===== config.mk =====
export PLATFORM = sky130hd
export DESIGN_NAME = ghost_collision_detector
export DESIGN_NICKNAME = d
export VERILOG_FILES = /design/src/rtl/ghost_pkg.sv /design/src/rtl/frame_hold_counter.sv /design/src/rtl/ghost_collision_detector.sv
export SDC_FILE = /design/constraint.sdc
export NUM_CORES = 1
export LEC_CHECK = 0
export BUFFER_PORTS_ARGS = -buffer_cell sky130_fd_sc_hd__buf_2
export CAP_MARGIN = 10
export CORE_UTILIZATION = 49
export CTS_CLUSTER_SIZE = 20
export DETAILED_ROUTE_END_ITERATION = 10
export PLACE_DENSITY = 0.75
export SLEW_MARGIN = 15
export SYNTH_ARGS = -nofsm -noshare
export SYNTH_HDL_FRONTEND = slang
export SYNTH_HIERARCHICAL = 1
export SYNTH_SLANG_ARGS = --single-unit
export TNS_END_PERCENT = 20

===== constraint.sdc =====
create_clock -name clk -period 2.15 [get_ports clk]
set_input_delay 0.215 -clock clk [delete_from_list [all_inputs] [get_ports clk]]
set_output_delay 0.215 -clock clk [all_outputs]
set_load 0.02 [all_outputs]

===== src/rtl/ghost_pkg.sv =====
// Shared types and constants for the ghost collision path.
package ghost_pkg;

    typedef enum logic {
        ARMED    = 1'b0,
        COOLDOWN = 1'b1
    } coll_state_t;

    // Bit positions inside obst_dr / collision_src
    localparam int SRC_WALL    = 0;
    localparam int SRC_PLAYER  = 1;
    localparam int SRC_MISSILE = 2;

    localparam int DEFAULT_COORD_W = 11;

endpackage


===== src/rtl/frame_hold_counter.sv =====
// Loadable 8-bit down-counter stepped once per frame boundary.
// done_o flags the step that takes the count from 1 to 0.
module frame_hold_counter (
    input  logic       clk,
    input  logic       rst_n,
    input  logic       load_i,
    input  logic [7:0] load_val_i,
    input  logic       step_i,
    output logic       done_o
);

    logic [7:0] count_q, count_d;

    // Load has priority; stepping stops at zero.
    always_comb begin
        count_d = count_q;
        if (load_i) begin
            count_d = load_val_i;
        end else if (step_i && (count_q != 8'd0)) begin
            count_d = count_q - 8'd1;
        end
    end

    assign done_o = step_i && !load_i && (count_q == 8'd1);

    // Count register
    always_ff @(posedge clk or negedge rst_n) begin
        if (!rst_n) begin
            count_q <= 8'd0;
        end else begin
            count_q <= count_d;
        end
    end

endmodule


===== src/rtl/ghost_collision_detector.sv =====
// Accumulates ghost/obstacle overlaps over a frame and issues at most one
// collision pulse per frame boundary, followed by a frame-based cooldown.
//
// state    | meaning
// ---------+-----------------------------------------------------------
// ARMED    | accumulating overlaps; a non-empty frame fires at the boundary
// COOLDOWN | overlaps ignored; counts frame boundaries until re-armed
module ghost_collision_detector
    import ghost_pkg::*;
#(
    parameter int NUM_SRC         = 3,
    parameter int COOLDOWN_FRAMES = 4,
    parameter int COORD_W         = DEFAULT_COORD_W
) (
    input  logic               clk,
    input  logic               resetN,
    input  logic               startOfFrame,
    input  logic [COORD_W-1:0] pixelX,
    input  logic [COORD_W-1:0] pixelY,
    input  logic               ghost_dr,
    input  logic [NUM_SRC-1:0] obst_dr,
    input  logic               enable,
    output logic               collision,
    output logic [NUM_SRC-1:0] collision_src,
    output logic [COORD_W-1:0] hit_x,
    output logic [COORD_W-1:0] hit_y,
    output logic [15:0]        hit_count,
    output logic               cooling
);

    localparam logic [7:0] CD_LOAD = 8'(COOLDOWN_FRAMES);
    localparam bit         HAS_CD  = (COOLDOWN_FRAMES != 0);

    coll_state_t        state_q, state_d;
    logic [NUM_SRC-1:0] acc_mask_q;
    logic               first_seen_q;
    logic [COORD_W-1:0] hit_x_acc_q, hit_y_acc_q;
    logic               collision_q;
    logic [NUM_SRC-1:0] collision_src_q;
    logic [COORD_W-1:0] hit_x_q, hit_y_q;
    logic [15:0]        hit_count_q;

    logic ov;
    logic accumulate;
    logic fire;
    logic cd_load;
    logic cd_step;
    logic cd_done;

    assign ov         = ghost_dr & (|obst_dr);
    assign accumulate = (state_q == ARMED) && enable && !startOfFrame;
    // enable gates the pulse too, so a frame closed while disabled never fires
    assign fire       = startOfFrame && (state_q == ARMED) && enable && (acc_mask_q != '0);
    assign cd_load    = fire && HAS_CD;
    assign cd_step    = startOfFrame && (state_q == COOLDOWN);

    frame_hold_counter u_cooldown (
        .clk        (clk),
        .rst_n      (resetN),
        .load_i     (cd_load),
        .load_val_i (CD_LOAD),
        .step_i     (cd_step),
        .done_o     (cd_done)
    );

    // Next-state: arm -> cooldown on a pulse, back to armed when the count expires
    always_comb begin
        state_d = state_q;
        if (cd_load) begin
            state_d = COOLDOWN;
        end else if (cd_done) begin
            state_d = ARMED;
        end
    end

    // State register
    always_ff @(posedge clk or negedge resetN) begin
        if (!resetN) begin
            state_q <= ARMED;
        end else begin
            state_q <= state_d;
        end
    end

    // Per-frame accumulator; cleared at every boundary, while disabled or cooling
    always_ff @(posedge clk or negedge resetN) begin
        if (!resetN) begin
            acc_mask_q   <= '0;
            first_seen_q <= 1'b0;
            hit_x_acc_q  <= '0;
            hit_y_acc_q  <= '0;
        end else if (!accumulate) begin
            acc_mask_q   <= '0;
            first_seen_q <= 1'b0;
        end else begin
            acc_mask_q <= acc_mask_q | (obst_dr & {NUM_SRC{ghost_dr}});
            if (ov && !first_seen_q) begin
                hit_x_acc_q  <= pixelX;
                hit_y_acc_q  <= pixelY;
                first_seen_q <= 1'b1;
            end
        end
    end

    // Report registers: one-cycle pulse, held frame summary, saturating pulse count
    always_ff @(posedge clk or negedge resetN) begin
        if (!resetN) begin
            collision_q     <= 1'b0;
            collision_src_q <= '0;
            hit_x_q         <= '0;
            hit_y_q         <= '0;
            hit_count_q     <= 16'd0;
        end else begin
            collision_q <= fire;
            if (fire) begin
                collision_src_q <= acc_mask_q;
                hit_x_q         <= hit_x_acc_q;
                hit_y_q         <= hit_y_acc_q;
                if (hit_count_q != 16'hFFFF) begin
                    hit_count_q <= hit_count_q + 16'd1;
                end
            end
        end
    end

    assign collision     = collision_q;
    assign collision_src = collision_src_q;
    assign hit_x         = hit_x_q;
    assign hit_y         = hit_y_q;
    assign hit_count     = hit_count_q;
    assign cooling       = (state_q == COOLDOWN);

endmodule

==> results.md <==
* FMAX at roughly 560 MHz
* Die area at approximately 7000 um^2
* Largest net degree at the start of global routing at 39
* Max_cap viols at 0
* Mapped Cells at roughly 300
* Total power divided by cell area at a little under 1000 nW/um^2
* CTS sink count at a little under 80
* Tot GR Track Use at 21.0%
* Top cells by area, synth: dfrtp_1 57%, nand2_1 8.9%, mux2_2 7.7%
* Die H at 84.8 um
* Final min period at 1790 ps
* Yosys top cell area share at 57.4%
* Met2 wire len at about 3.4 mm
* Critical path type: reg -> reg
* Simple-gate area share of the yosys netlist at 21.0%
* Post-cts repair resize count at 0
* Total grt overflow at 0
* TritonCTS clock tree: done
* Via count at ~2400
* Outcome: finished with violations
* Highest Signal Layer: met4
* DRT Wirelength at 6.76 mm
* Synth cell types at between 40 and 50
* First-pass GRT wire length at roughly 12 mm
* Final hold violations at 0
* Post-route ant nets at 0
* Synth Area in Adders at approximately 1.5%
* Clock Path Buffers at 2
* Complex-gate fraction of the synthesized area at between 4 and 5%
* CP arrival at just over 2000 ps
* Class of the worst hold path: in -> reg
* Slew Limit Headroom at slightly above 60%
* DRT iter0 DRCs at 86
* N_diodes at 0
* Area share of xor/xnor cells in the synthesized design at 4.69%
* Initial core utilization at 51.7%
* Avg Inst Size Synth at 11.1 um^2
* Seq/Total Area, Yosys at 57.4%
* Wl on met1 at 2.99 mm
* Mux cell area share after synthesis at about 8%
* Final setup viols at 0
* Worst Skew at 9.51 ps
* Clock root buffer: clkbuf_8
* Inst Count DP at ~460
* Cell accounting for the most synthesized area: dfrtp_1
* Synth Flop Type: dfrtp_1
* Number of synthesized register bits at 77
* Core area at between 6000 and 7000 um^2
* DR DRC count at 4
* Clk pin slew, worst setup/hold paths at 80 ps
* IO Port Bufs at between 70 and 80
* Hpwl dp at ~4.8 mm
* Crit path launch type: flop
* Gpl congestion at 0.775
* Num ports at 73
* Post-route cell area at between 4000 and 5000 um^2
* Core Rows at 29
* Routed WL per cell at about 14 um
* Leak Pwr at about 2.3 nW
* Crit share post-route at slightly above 80%
* Worst Path Max Fanout at 28
* Cts bufs inserted at 9
* Antenna violations before repair at 0
* H-tree levels at 3
* Setup TNS at 0 ps
* Post-synth EDFFs at 0
* Number of warnings issued by yosys at 6
* CP endpoint kind: flop
* Syn-to-layout area delta at 21.5%
* Slew @ Worst Pin at between 500 and 600 ps
* Die W at 84.8 um
* Req. time, crit path at ~2400 ps
* Synth top cells by count: 80 x nand2_1, 77 x dfrtp_1, 23 x mux2_2
* Vias in the first global route at between 2000 and 2500
* Met3 wire len at ~250 um
* Finished Layout Cells at roughly 470
* Most numerous cell in the Yosys netlist: nand2_1
* Worst skew pair latency at ~340 ps
* Slew Viols, Final at 0
* Unrepaired setup endpoints after global routing: no
* VDD IR max at between 0.6 and 0.7 mV
* Area after DPL at between 3000 and 4000 um^2
* Drt via density at between 5 and 6
* Main combinational cell family by area after synthesis: simple AND/OR/NAND/NOR gates
* Mapped Area at around 3400 um^2
* Failing checks: design-rule violations
* Share of layout cells above drive strength 1 at 34.7%
* Async set-or-reset flop fraction in the synthesized netlist at 100%
* Nets at between 400 and 500
* DR pass1 iterations at 7
[routing by layer]
| layer | up-vias | GRT usage, % |
|---|---|---|
| li1 | 1193 | - |
| met5 | - | 0 |
| met3 | 8 | 5.11 |
| met4 | 0 | 6.93 |
| met2 | 46 | 35.1 |
| met1 | 1196 | 26.9 |
[kinds of logic (layout without fill, tap and decap cells)]
kind of cell,count (synthesis),count (layout)
other,2,8
buffers and inverters,15,102
adders and majority gates,4,4
xor gates and xnor gates,18,18
AOI/OAI and AO/OA,24,24
DFF,77,77
muxes,24,24
and+or+nand+nor,138,138
[critical path, stage by stage (launching register included)]
cell and delay, ps:
dfrtp_1 380, or3_1 440, nand2_1 130, buf_4 310
nor2_2 110, mux2_4 300
[flip-flops by register name, summed over array words and instances (netlist names)]
name,flops
hit_y_acc_q,11
hit_count,16
hit_x,11
u_cooldown/count_q,8
collision,1
acc_mask_q,3
hit_y,11
collision_src,3
hit_x_acc_q,11
first_seen_q,1
cooling,1
[path summary, 6_finish.rpt]
path / startpoint / to / slack (ps) / cells after the start
worst max-delay path: acc_mask_q[1] / hit_count[1] / 360 / 5
worst min-delay path: pixelX[2] / hit_x_acc_q[2] / 100 / 2
min in group asynchronous: resetN / hit_count[13] / 370 / 2
worst max register to register: acc_mask_q[1] / hit_count[1] / 360 / 5
worst min register to register: hit_x_acc_q[0] / hit_x[0] / 460 / 2
max in group asynchronous: resetN / u_cooldown/count_q[7] / 1190 / 3
[through the flow]
step	util (%)	setup WS (ps)	hold WS [ps]	power (mW)
floorplan	-	27.3	-80.6	2.49
global placement	59.3	386	204	2.68
detailed placement	59.3	344	202	2.74
CTS	62.8	349	81.5	3.96
global route	62.8	220	89.4	4.13
finish	62.8	363	97.3	3.92
[cell usage in the layout, fill, tap and decap left out, types with 7 or more instances in the layout]
cell / instances
nand2_1: 80
buf_4: 10
conb_1: 8
clkbuf_8: 10
nor3_1: 7
mux2_2: 23
xor2_1: 15
buf_2: 71
dfrtp_1: 77
nor2_1: 12
a21oi_1: 7
[final cells by class]
cell class | count | area [um^2]
inverter | 5 | 18.8
clock inverter | 5 | 83.8
fill | 539 | 2410
sequential | 77 | 1930
tap | 77 | 96.3
multi-input combinational | 216 | 1380
clock buffer | 10 | 138
timing repair buffer | 82 | 440
[report_power, final]
group	internal, mW	leakage, nW	switching, mW
clock	0.683	0.105	0.524
sequential	1.75	1.03	0.234
combinational	0.377	1.13	0.348
[what timing repair did]
action | CTS | global route
hold buffers | 1 | 0
buffers inserted | 0 | 0
hold endpoints to repair | 35 | 0
Power figures use the tool's default switching activity.
